==> config.mk <==
export PLATFORM = sky130hd
export DESIGN_NAME = ps2_host_tx
export DESIGN_NICKNAME = d
export VERILOG_FILES = /design/src/rtl/ps2_host_tx.sv
export SDC_FILE = /design/constraint.sdc
export NUM_CORES = 1
export LEC_CHECK = 0
export ABC_AREA = 1
export BUFFER_PORTS_ARGS = -buffer_cell sky130_fd_sc_hd__buf_2
export CAP_MARGIN = 30
export CORE_UTILIZATION = 50
export CTS_BUF_LIST = sky130_fd_sc_hd__clkbuf_4 sky130_fd_sc_hd__clkbuf_8
export DETAILED_ROUTE_END_ITERATION = 10
export GPL_ROUTABILITY_DRIVEN = 0
export PLACE_DENSITY = 0.67
export SYNTH_ARGS = -nofsm -noshare
export SYNTH_HDL_FRONTEND = slang
export SYNTH_SLANG_ARGS = --single-unit
==> constraint.sdc <==
create_clock -name clock -period 1.8 [get_ports clock]
set_input_delay 0.36 -clock clock [delete_from_list [all_inputs] [get_ports clock]]
set_output_delay 0.36 -clock clock [all_outputs]
set_load 0.02 [all_outputs]
==> src/rtl/ps2_host_tx.sv <==
// Host-to-device PS/2 byte transmitter: request-to-send, device-clocked shift-out, ACK check.
// PS2 pins are open-drain; *_oe = 1 pulls the line low.

module ps2_in_filter #(
  parameter int FILTER_LEN = 8
) (
  input  logic clock,
  input  logic reset,
  input  logic raw,
  output logic filt
);
  localparam int FW = $clog2(FILTER_LEN + 1);

  logic          sync1_q, sync2_q, filt_q, filt_d;
  logic [FW-1:0] fcnt_q, fcnt_d;

  // filt only flips after FILTER_LEN consecutive samples disagree with it
  always_comb begin
    filt_d = filt_q;
    fcnt_d = '0;
    if (sync2_q != filt_q) begin
      if (fcnt_q == FW'(FILTER_LEN - 1)) filt_d = sync2_q;
      else                               fcnt_d = fcnt_q + 1'b1;
    end
  end

  always_ff @(posedge clock or posedge reset) begin
    if (reset) begin
      sync1_q <= 1'b1;
      sync2_q <= 1'b1;
      filt_q  <= 1'b1;
      fcnt_q  <= '0;
    end else begin
      sync1_q <= raw;
      sync2_q <= sync1_q;
      filt_q  <= filt_d;
      fcnt_q  <= fcnt_d;
    end
  end

  assign filt = filt_q;
endmodule

module ps2_host_tx #(
  parameter int INHIBIT_CYCLES = 6000,
  parameter int SETUP_CYCLES   = 500,
  parameter int TIMEOUT_CYCLES = 1000000,
  parameter int FILTER_LEN     = 8
) (
  input  logic       clock,
  input  logic       reset,
  input  logic [7:0] tx_data,
  input  logic       tx_valid,
  output logic       tx_ready,
  output logic       busy,
  output logic       tx_done,
  output logic       tx_error,
  input  logic       ps2_clk_in,
  input  logic       ps2_dat_in,
  output logic       ps2_clk_oe,
  output logic       ps2_dat_oe
);
  localparam int CMAX0 = (INHIBIT_CYCLES > SETUP_CYCLES) ? INHIBIT_CYCLES : SETUP_CYCLES;
  localparam int CMAX  = (TIMEOUT_CYCLES > CMAX0) ? TIMEOUT_CYCLES : CMAX0;
  localparam int CW    = $clog2(CMAX + 1);

  typedef enum logic [2:0] {
    S_IDLE, S_INHIBIT, S_START, S_SHIFT, S_ACK, S_WAIT_IDLE, S_DONE, S_ERROR
  } state_t;

  state_t        state_q, state_d;
  logic [CW-1:0] cnt_q, cnt_d;
  logic [3:0]    bitcnt_q, bitcnt_d;
  logic [9:0]    frame_q, frame_d;
  logic          dat_low_q, dat_low_d;
  logic          clk_prev_q;
  logic [1:0]    filt;
  logic          clk_filt, dat_filt, clk_fall, tmo;

  ps2_in_filter #(.FILTER_LEN(FILTER_LEN)) u_filt [1:0] (
    .clock (clock),
    .reset (reset),
    .raw   ({ps2_dat_in, ps2_clk_in}),
    .filt  (filt)
  );

  assign clk_filt = filt[0];
  assign dat_filt = filt[1];
  assign clk_fall = clk_prev_q & ~clk_filt;
  // one counter times inhibit, setup and the inter-edge timeout
  assign tmo      = (cnt_q == CW'(TIMEOUT_CYCLES - 1));

  always_comb begin
    state_d   = state_q;
    cnt_d     = cnt_q;
    bitcnt_d  = bitcnt_q;
    frame_d   = frame_q;
    dat_low_d = dat_low_q;
    case (state_q)
      S_IDLE: if (tx_valid) begin
        frame_d = {1'b1, ~^tx_data, tx_data};
        cnt_d   = '0;
        state_d = S_INHIBIT;
      end
      S_INHIBIT: if (cnt_q == CW'(INHIBIT_CYCLES - 1)) begin
        cnt_d   = '0;
        state_d = S_START;
      end else cnt_d = cnt_q + 1'b1;
      S_START: if (cnt_q == CW'(SETUP_CYCLES - 1)) begin
        cnt_d     = '0;
        bitcnt_d  = '0;
        dat_low_d = 1'b1;
        state_d   = S_SHIFT;
      end else cnt_d = cnt_q + 1'b1;
      S_SHIFT: if (clk_fall) begin
        cnt_d     = '0;
        dat_low_d = ~frame_q[bitcnt_q];
        if (bitcnt_q == 4'd9) state_d = S_ACK;
        else                  bitcnt_d = bitcnt_q + 1'b1;
      end else if (tmo) state_d = S_ERROR;
      else              cnt_d = cnt_q + 1'b1;
      S_ACK: if (clk_fall) begin
        cnt_d   = '0;
        state_d = dat_filt ? S_ERROR : S_WAIT_IDLE;
      end else if (tmo) state_d = S_ERROR;
      else              cnt_d = cnt_q + 1'b1;
      S_WAIT_IDLE: if (clk_filt && dat_filt) state_d = S_DONE;
      else if (clk_fall) cnt_d = '0;
      else if (tmo)      state_d = S_ERROR;
      else               cnt_d = cnt_q + 1'b1;
      default: state_d = S_IDLE;
    endcase
  end

  always_ff @(posedge clock or posedge reset) begin
    if (reset) begin
      state_q    <= S_IDLE;
      cnt_q      <= '0;
      bitcnt_q   <= '0;
      frame_q    <= '0;
      dat_low_q  <= 1'b0;
      clk_prev_q <= 1'b1;
    end else begin
      state_q    <= state_d;
      cnt_q      <= cnt_d;
      bitcnt_q   <= bitcnt_d;
      frame_q    <= frame_d;
      dat_low_q  <= dat_low_d;
      clk_prev_q <= clk_filt;
    end
  end

  assign tx_ready   = (state_q == S_IDLE);
  assign busy       = ~tx_ready;
  assign tx_done    = (state_q == S_DONE);
  assign tx_error   = (state_q == S_ERROR);
  assign ps2_clk_oe = (state_q == S_INHIBIT) || (state_q == S_START);
  assign ps2_dat_oe = (state_q == S_START) || ((state_q == S_SHIFT) && dat_low_q);
endmodule

# --- Yosys cells after proc, flatten, opt, wreduce, memory -nomap -nowiden ---
# Index checks and enable logic that the tools add are counted.
word_totals:
  output_inout_bits: 6
  reg_bits: 53
  inputBits: 13
  wordCells: 93
classes:
  order_cmp: 1
  bitwise: 4
  n_eq_ne: 23
  mux: 31
  n_addsub: 4
  reduce_logical: 16
ops:
  columns: ["operator", "count"]
  rows:
  - ["20-bit two-way mux", 6]
  - ["20-bit case mux with 5 select lines", 1]
  - ["4-bit two-way mux", 7]
  - ["3-bit two-way mux", 9]
  - ["20-bit by 1-bit adder with 20-bit output, second input constant", 1]
  - ["20-bit by 13-bit == test with 1-bit output, second input constant", 1]
  - ["20-bit == test, second input constant", 1]
  - ["20-bit by 9-bit == test with 1-bit output, second input constant", 1]
  - ["3-bit case mux with 6 select lines", 1]
  - ["4-bit by 1-bit adder with 4-bit output, second input constant", 3]
  - ["3-bit == test, second input constant", 4]
  - ["2-bit != test, second input constant", 6]
  - ["4-bit by 3-bit == test with 1-bit output, second input constant", 2]
  - ["4-bit case mux with 2 select lines", 1]
  - ["8-bit XNOR reduction", 1]
  - ["3-bit by 2-bit == test with 1-bit output, second input constant", 2]
  - ["3-bit != test, second input constant", 2]
  - ["2-bit AND reduction", 3]
  - ["3-bit AND reduction", 2]
  - ["4-bit by 5-bit < comparator with 1-bit output, second input constant", 1]
  - ["5-bit AND reduction", 1]
  - ["5-bit nonzero test", 1]
  - ["1-bit binary-select mux with 4-bit select", 1]
  - ["4-bit == test, second input constant", 1]
  - ["13 further kinds", 20]

# --- Depth between registers and ports, before layout ---
# Gate-level depths: netlist of run 1.
depth:
  ltp_word: 5
  mapped_depth: 12
  depth_no_buf: 11

# --- Cells and area by module ---
# A second synthesis of run 1 with hierarchy kept.
hier_totals:
  cells_unflattened: 487
  area_unflattened_um2: 3484.6
by_module_without_submodules:
  columns: ["module", "area_per_inst_um2", "n_inst", "seq_area_each_um2", "cells_each"]
  rows:
  - ["ps2_host_tx", 2909.0, 1, 977.2, 427]
  - ["ps2_in_filter", 287.8, 2, 178.9, 30]

# --- Worst setup path before layout of run 1 ---
# No wires, ideal clock.
synth_timing:
  kind: "register to register"
  startpoint: "register cnt_q[0]"
  endpoint: "register cnt_q[10]"
  path_buffers: 1
  arrival_ps: 1478
  stages_incl_launch_ff: 10
  t_required_ps: 1684
  path_slack_ps: 206
  synth_period_minus_slack_ps: 1594
  path_cell_list: "dfrtp_1 -> ha_1 -> nand3_4 -> nor2_4 -> nand3_4 -> nand2_4 -> inv_4 -> buf_6 -> nand2_1 -> nand2_1"
synth_via:
  elab_chain_cells: 5
  word_cells_on_any_way: 10
synth_lines:
  columns: ["item", "line", "text"]
  rows:
  - ["start: declaration", "72", "logic [CW-1:0] cnt_q, cnt_d;"]
  - ["start signal: assignment", "145", "cnt_q <= cnt_d;"]
  - ["20-bit by 1-bit adder with 20-bit output or 20-bit == test (tied branches)", null, null]
  - ["20-bit two-way mux", "120, 125, 129", null]
  - ["20-bit two-way mux", "115", "S_SHIFT: if (clk_fall) begin"]
  - ["20-bit two-way mux", "127", "S_WAIT_IDLE: if (clk_filt && dat_filt) state_d = S_DONE;"]
  - ["20-bit case mux with 5 select lines (*)", "99", "case (state_q)"]
# Mark *: on every way between the ends. The rest lies on a longest branch, timed or not. The select of a mux whose other input is x is not followed.
# A chain may end at the register's enable or synchronous reset.

# --- Final worst setup path of run 1 ---
layout_timing:
  startpoint: "register state_q[1]"
  endpoint: "output busy"
layout_via:
  elab_chain_cells: 2
layout_lines:
  columns: ["item", "line", "text"]
  rows:
  - ["start: declaration", "71", "state_t state_q, state_d;"]
  - ["start signal: assignment", "144", "state_q <= state_d;"]
  - ["3-bit zero test", "153", "assign tx_ready = (state_q == S_IDLE);"]
  - ["1-bit NOT", "154", "assign busy = ~tx_ready;"]
  - ["end: declaration", "55", "output logic busy,"]
# No other way between the ends.

==> flow_metrics.tcl, run 1 <==
set metrics [dict create \
    crit_path_end_kind "output port" \
    status "finished, final reports clean" \
    clk_pin_slew_ns 0.10 \
    synthArstFlopShare_pct 100 \
    p_seq_share_pct 36.5 \
    die_y_um 87.4 \
    synth_nets 512 \
    root_buffer "clkbuf_8" \
    power_frac_clock_pct 13.9 \
    die_area_um2 7640 \
    grt_pass1_vias 3037 \
    worst_pin_slew_ns 0.420 \
    synth_top_cell_by_area "dfrtp_1" \
    drive_gt1_share_pct 22.2 \
    grt_max_degree 54 \
    relSlewSlack_pct 71.9 \
    slowest_delay_ns 0.51 \
    cts_buffers 5 \
    period_needed_ns 1.72 \
    crit_chain "nor2_8, inv_4, nor2_4, inv_1, buf_4" \
    worstSkewPairLatency_ns 0.31 \
    dp_hpwl_mm 6.03 \
    area_delta_synth_final_pct 14.4 \
    ir_drop_uv 901 \
    first_pass_iters 4 \
    pwr-share-comb_pct 49.6 \
    grt_antenna_before_repair 0 \
    cts_tree "yes" \
    hold_path_class "in -> async" \
    numClockSinks 53 \
    finalSetupViolations 0 \
    required_ns 1.44 \
    synth_ff_type "dfrtp_1" \
    utilization_pct 60.5 \
    ys_seq_area_share_pct 36.6 \
    arrival_ns 1.36 \
    dp.cells 612 \
    initial_core_util_pct 52.8 \
    clock_skew_ns 0.00587 \
    yosysUniqueCellTypes 38 \
    num_vias 3269 \
    r2r_cells 10 \
    instances_no_fill 631 \
    yosysWarningCount 0 \
    start_kind "flop" \
    rr_endpoint "cnt_q[5]" \
    grt_pass1_wl_mm 13.8 \
    placed_area_um2 3910 \
    drtIter0Drc 212 \
    multi_input_area_um2 2020 \
    drc 0 \
    power_leakage_nw 2.05 \
    cp-startpoint "state_q[1]" \
    n_antenna_cell 0 \
    netlist_area_um2 3650 \
    finalHoldViolCount 0 \
    rows 30 \
    totalPowerFinal_mw 4.96 \
    drv_slew 0 \
    ios 19 \
    regArea_um2 1350 \
    design_area_um2 4180 \
    slowest_stage "dfrtp_2" \
    drv_cap 0 \
    switching_share_pct 43.5 \
    ant_nets 0 \
    p_switching_mw 2.16 \
    crit_fanout 6 \
    intPower_mw 2.80 \
    rrSetupSlack_ns 0.09 \
    syn-instance-count 494 \
    yosys_register_bits 53 \
    layout.cells.most_common_list "125 x nand2_1, 59 x nand3_1, 57 x nor2_1" \
    p_per_area_nw_per_um2 1190 \
    io_buffers 18 \
    clockBufferDepth 2 \
    h-tree-depth 2 \
    postSynthAreaPerCell_um2 7.39 \
    fin_hold_ws_ns 0.0870 \
    fp.dieW_um 87.4 \
    core_um2 6910 \
    nNetsFinal 552 \
    viasPerCell 5.18 \
    drt-wirelength-per-cell_um 13.1 \
    cts_hold_buf 0 \
    ys_top_cells_by_area "dfrtp_1 32%, nand2_1 13%, nand3_1 8.1%" \
    period_share_pct 95.6 \
    clock.fmax_mhz 581 \
    grt_usage_pct 23.2 \
    wirelength_mm 8.26 \
    worstReg2RegStart "cnt_q[1]" \
    yosysTopAreaCellShare_pct 31.6 \
    nFillCells 654 \
    final_common_cell "nand2_1" \
    worst-setup-path-type "reg -> out" \
    grt_overflow 0 \
    synth-edff-count 0 \
]
[cell type report]
cell class / count / share of cell area [%]
clock buffer: 5 / 1.65
tap: 96 / 2.88
multi-input combinational: 366 / 48.3
sequential: 53 / 32.2
timing repair buffer: 46 / 8.75
inverter: 62 / 5.72
clock inverter: 3 / 0.509
[worst max-delay path, delay by kind of cell, from the launching register on]
family / cells / cell delay, ns
and+or+nand+nor: 2 / 0.29
buffers and inverters: 3 / 0.24
DFF: 1 / 0.51
[power by group through the flow]
| stage | sequential, mW | combinational (mW) | clock [mW] |
|---|---|---|---|
| after floorplan | 1.69 | 1.76 | 0 |
| after global placement | 1.82 | 2.15 | 0 |
| after detailed placement | 1.83 | 2.18 | 0 |
| after CTS | 1.81 | 2.20 | 0.703 |
| after global routing | 1.86 | 2.75 | 0.755 |
| final | 1.81 | 2.46 | 0.688 |
[metal layers]
| metal | vias up | share of wire, % | global-route usage (%) | wire (µm) |
|---|---|---|---|---|
| met5 | - | 0 | 0 | 0 |
| met2 | 72 | 50 | 40.8 | 4110 |
| met1 | 1510 | 44 | 28.6 | 3590 |
| met3 | 15 | 4.4 | 3.60 | 366 |
| li1 | 1672 | - | - | - |
| met4 | 0 | 2.3 | 9.09 | 189 |
[synthesized netlist by cell type, types with 3 or more instances]
master	count
inv_2	11
nor2_2	5
buf_2	6
o21ai_0	11
nand3_1	59
nand4_1	22
xnor2_1	11
nand3_4	5
dfrtp_1	46
nand3_2	3
nor2_1	58
ha_1	5
nand3b_1	3
nand2_1	128
xor2_1	10
mux2_1	7
mux2_2	3
o21ai_1	6
buf_6	5
nand2_2	5
dfstp_2	7
nor3_1	3
o211ai_1	4
a21oi_1	7
inv_1	47
[logic make-up (layout without fill, tap and decap cells)]
logic type      Yosys count  after routing  synth area share, %
mux                      10             10                 3.09
compound gates           30             30                 4.49
simple gates            300            300                 39.9
buf+inv                  75            116                 9.16
fa+ha+maj                 5              5                 1.71
flops                    53             53                 36.6
xor+xnor                 21             21                 5.04
[how the worst max path moves through the flow]
stage,to,cells past startpoint
3_3_place_gp,cnt_q[18],10
4_1_cts,ps2_clk_oe,5
3_5_place_dp,cnt_q[18],10
5_1_grt,cnt_q[18],10
6_report,busy,5
2_1_floorplan,bitcnt_q[0],1
[flip-flops by register name (all words and copies together) (netlist names)]
register / count
bitcnt_q: 4
clk_prev_q: 1
cnt_q: 20
dat_low_q: 1
frame_q: 10
state_q: 3
u_filt.fcnt_q: 8
u_filt.filt: 2
u_filt.sync1_q: 2
u_filt.sync2_q: 2
[timing repair]
item	in CTS	in global routing
pin swaps	0	5
endpoints found under the setup margin	3	25
setup buffers	1	10
gates resized for setup	4	20
[per-stage QoR]
step	setup TNS, ns	setup slack, ns
after floorplan	0	0.165
after global placement	0	0.0164
after detailed placement	0	0.00468
after CTS	0	0.00250
after global routing	-0.135	-0.0443
final	0	0.0794
No activity file was read; power rests on OpenSTA's default activity.
==> run 2, diff against run 1 <==
CORE_MARGIN = 1.5   (was not set)
==> flow_metrics.tcl, run 2 (same netlist as run 1, synthesis figures left out) <==
set metrics [dict create \
    status "finished, final reports clean" \
    n_antenna_cell 0 \
    io_buffers 18 \
    nNetsFinal 547 \
    final_common_cell "nand2_1" \
    layout.cells.most_common_list "125 x nand2_1, 58 x nand3_1, 55 x nor2_1" \
    area_delta_synth_final_pct 13.6 \
    worstReg2RegStart "cnt_q[1]" \
    viasPerCell 5.32 \
    first_pass_iters 5 \
    clock.fmax_mhz 576 \
    crit_fanout 18 \
    placed_area_um2 3900 \
    ios 19 \
    largest_register "cnt_q" \
    drtIter0Drc 346 \
    top_regs "cnt_q x20, frame_q x10, u_filt.fcnt_q x8" \
    fp.dieW_um 88.4 \
    drc 0 \
    grt_pass1_vias 3141 \
    cts_tree "yes" \
    cp-startpoint "cnt_q[1]" \
    die_area_um2 7820 \
    drv_slew 0 \
    utilization_pct 60.0 \
    cts_buffers 5 \
    largest_reg_flops 20 \
    required_ns 2.04 \
    hold_path_class "in -> async" \
    grt_pass1_wl_mm 14.5 \
    period_needed_ns 1.74 \
    num_vias 3329 \
    worst-setup-path-type "reg -> reg" \
    ir_drop_uv 779 \
    die_y_um 88.4 \
    core_um2 6910 \
    worst_pin_slew_ns 0.368 \
    clock_skew_ns 0.0167 \
    arrival_ns 1.98 \
    rsz0062_at_grt "true" \
    dp_hpwl_mm 6.32 \
    crit_path_end_kind "flop" \
    grt_max_degree 27 \
    root_buffer "clkbuf_8" \
    grt_antenna_before_repair 0 \
    clk_pin_slew_ns 0.10 \
    finalSetupViolations 0 \
    rows 30 \
    cts_hold_buf 0 \
    nFillCells 668 \
    relSlewSlack_pct 75.4 \
    start_kind "flop" \
    drive_gt1_share_pct 21.5 \
    drv_cap 0 \
    design_area_um2 4140 \
    ant_nets 0 \
    wirelength_mm 8.54 \
    worstSkewPairLatency_ns 0.31 \
    drt-wirelength-per-cell_um 13.6 \
    fin_hold_ws_ns 0.0181 \
    finalHoldViolCount 0 \
    h-tree-depth 2 \
    initial_core_util_pct 52.8 \
    p_per_area_nw_per_um2 1200 \
    clockBufferDepth 2 \
    numClockSinks 53 \
    grt_usage_pct 23.5 \
    period_share_pct 96.5 \
    power_leakage_nw 2.02 \
    grt_overflow 0 \
]
run 2: where the power goes:
part	switching [mW]	total [mW]	internal, mW
Clock	0.401	0.829	0.429
Sequential	0.266	1.78	1.51
Combinational	1.47	2.38	0.911
run 2: cell type report:
| class | count | area [µm²] | area share, % |
|---|---|---|---|
| multi-input combinational | 366 | 2020 | 48.7 |
| inverter | 62 | 239 | 5.77 |
| clock inverter | 2 | 35.0 | 0.845 |
| timing repair buffer | 41 | 310 | 7.49 |
| sequential | 53 | 1340 | 32.4 |
| clock buffer | 6 | 76.3 | 1.84 |
| tap | 96 | 120 | 2.90 |
run 2: per-layer routing:
metal / part of all wire, % / global-route usage (%) / vias up / wire length [µm]
met2: 50 / 40.6 / 105 / 4250
met4: 1.5 / 7.39 / 0 / 131
met1: 44 / 30.6 / 1549 / 3760
li1: - / - / 1661 / -
met3: 4.6 / 3.36 / 14 / 391
met5: 0 / 0 / - / 0
run 2: final timing paths:
kind                                            end  slack [ns]  cells past startpoint
worst max-delay path                      cnt_q[17]        0.06                     10
worst min-delay path            u_filt[0].fcnt_q[3]        0.02                      2
worst max register to register            cnt_q[17]        0.06                     10
worst min register to register    u_filt[1].sync2_q        0.36                      0
max in group asynchronous                state_q[0]        1.29                      3
min in group clock                u_filt[1].sync1_q        0.15                      1
run 2: critical path, stage by stage (launching register included):
cell and delay (ns):
dfrtp_1 0.43, ha_4 0.20, nand3_4 0.13, nor2_4 0.25, buf_6 0.13, nand3_4 0.07
nand2_4 0.10, inv_6 0.08, nand2_2 0.09, nand2_1 0.06, nor2_1 0.10
run 2: timing repair:
item	in CTS	in global routing
resized for setup	2	19
setup endpoints to repair	5	26
endpoints found under the hold margin	0	0
setup buffers	0	9
pin swaps	0	4
run 2: per-stage QoR:
stage                     std cells  setup WS (ns)  setup TNS (ns)  power (mW)
after global placement          609         0.0455               0        4.01
after global routing            626        -0.0361          -0.237        5.37
final                           626         0.0628               0        4.98
after floorplan                 494          0.165               0        3.46
after detailed placement        609      -0.000459       -0.000459        4.07
after CTS                       617        0.00551               0        4.91
==> run 3, diff against run 2 <==
SYNTH_HIERARCHICAL = 1   (was not set)
==> flow_metrics.tcl, run 3 <==
set metrics [dict create \
    syn-instance-count 487 \
    setup_tns_ns 0 \
    slowest_delay_ns 0.50 \
    yosysUniqueCellTypes 33 \
    nNetsFinal 554 \
    grt_overflow 0 \
    clk_pin_slew_ns 0.11 \
    drt-wirelength-per-cell_um 12.7 \
    slowest_stage "dfrtp_2" \
    yosys.cell_count.top_type "nand2_1" \
    dp_hpwl_mm 5.82 \
    ys_seq_area_share_pct 38.3 \
    clock_skew_ns 0.00691 \
    grt_pass1_wl_mm 13.2 \
    num_vias 3240 \
    synthTopCellsByCount "132 x nand2_1, 65 x nand3_1, 64 x inv_1" \
    clock.fmax_mhz 577 \
    power_leakage_nw 2.06 \
    multi_input_area_um2 1870 \
    synthArstFlopShare_pct 100 \
    start_kind "flop" \
    die_area_um2 7480 \
    top_regs "cnt_q x20, frame_q x10, u_filt/fcnt_q x8" \
    clockBufferDepth 2 \
    totalPowerFinal_mw 4.70 \
    r2r_cells 11 \
    grt_max_degree 40 \
    drv_slew 0 \
    cts_buffers 5 \
    ios 19 \
    grt_antenna_before_repair 0 \
    layout.cells.most_common_list "131 x nand2_1, 64 x nand3_1, 63 x inv_1" \
    synth_nets 505 \
    utilization_pct 60.1 \
    yosys_register_bits 53 \
    io_buffers 18 \
    postSynthAreaPerCell_um2 7.16 \
    first_pass_iters 5 \
    viasPerCell 5.25 \
    h-tree-depth 2 \
    numClockSinks 53 \
    arrival_ns 1.37 \
    die_y_um 86.5 \
    p_per_area_nw_per_um2 1160 \
    final_common_cell "nand2_1" \
    status "finished, final reports clean" \
    grt_usage_pct 22.4 \
    crit_chain "inv_4, o21ai_2, nor2_2, buf_2" \
    yosysWarningCount 6 \
    ir_drop_uv 990 \
    netlist_area_um2 3480 \
    required_ns 1.44 \
    period_share_pct 96.3 \
    drive_gt1_share_pct 21.2 \
    worst-setup-path-type "reg -> out" \
    period_needed_ns 1.73 \
    regArea_um2 1340 \
    wirelength_mm 7.86 \
    initial_core_util_pct 51.6 \
    largest_register "cnt_q" \
    root_buffer "clkbuf_8" \
    rows 30 \
    ys_top_cells_by_area "dfrtp_1 33%, nand2_1 14%, nand3_1 9.3%" \
    area_delta_synth_final_pct 16.4 \
    fp.dieW_um 86.5 \
    cts_tree "yes" \
    synth_ff_type "dfrtp_1" \
    finalHoldViolCount 0 \
    hold_path_class "in -> reg" \
    nFillCells 627 \
    drv_cap 0 \
    crit_cells 4 \
    n_antenna_cell 0 \
    core_um2 6760 \
    finalSetupViolations 0 \
    relSlewSlack_pct 65.7 \
    hold_depth 1 \
    synth_top_cell_by_area "dfrtp_1" \
    drc 0 \
    yosysTopAreaCellShare_pct 33.0 \
    worst_pin_slew_ns 0.515 \
    grt_pass1_vias 2914 \
    drtIter0Drc 202 \
    ant_nets 0 \
    crit_path_end_kind "output port" \
    crit_fanout 7 \
    synth-edff-count 0 \
    crit_buf_inv 2 \
    cp_top_family "flip-flops" \
    largest_reg_flops 20 \
    worstSkewPairLatency_ns 0.32 \
]
==> run 3: worst paths after layout <==
kind | from | end | slack (ns)
max | state_q[1] | ps2_clk_oe | 0.07
min | ps2_clk_in | u_filt[0]/sync1_q | 0.12
max reg2reg | cnt_q[1] | cnt_q[9] | 0.11
min reg2reg | u_filt[1]/sync1_q | u_filt[1]/sync2_q | 0.37
max in group asynchronous | reset | cnt_q[2] | 0.70
min in group asynchronous | reset | u_filt[1]/fcnt_q[2] | 0.50
==> run 3: stage by stage <==
| step | worst slack [ns] | instances | hold slack (ns) | area, µm² |
|---|---|---|---|---|
| final | 0.0668 | 617 | 0.124 | 4060 |
| after global placement | 0.0999 | 599 | 0.310 | 3800 |
| after floorplan | 0.138 | 487 | 0.161 | 3480 |
| after detailed placement | 0.0401 | 599 | 0.314 | 3800 |
| after CTS | -0.00724 | 610 | 0.119 | 3940 |
| after global routing | -0.0176 | 617 | 0.103 | 4060 |
==> run 3: kinds of logic after synthesis <==
family / synth area share, %
compound gates: 4.24
xor+xnor: 4.27
fa+ha+maj: 1.80
buf+inv: 9.26
flops: 38.3
mux: 1.62
simple gates: 40.5
==> run 3: where the power goes <==
group          switching (mW)  total [mW]  internal [mW]
clock                   0.444       0.870          0.425
combinational            1.31        2.14          0.837
sequential              0.222        1.69           1.47
total                    1.97        4.70           2.73
==> run 3: cell type report <==
cell class	count	share of cell area (%)
clock inverter	3	1.17
timing repair buffer	50	8.76
clock buffer	5	1.70
inverter	70	6.81
multi-input combinational	356	46.1
tap	80	2.47
sequential	53	33.0
==> run 3: repair_timing <==
action	CTS	global route
hold endpoints to repair	8	0
hold buffers	1	0
pin swaps	0	3
setup endpoints to repair	2	30
resized for setup	5	18
setup buffers	2	7
==> run 3: routing by layer <==
metal  up-vias  part of all wire, %  GRT usage (%)
met2        80                   49           37.6
li1       1662                    -              -
met1      1487                   46           29.9
met4         0                  1.5           7.04
met3        11                  3.7           3.24
met5         -                    0              0
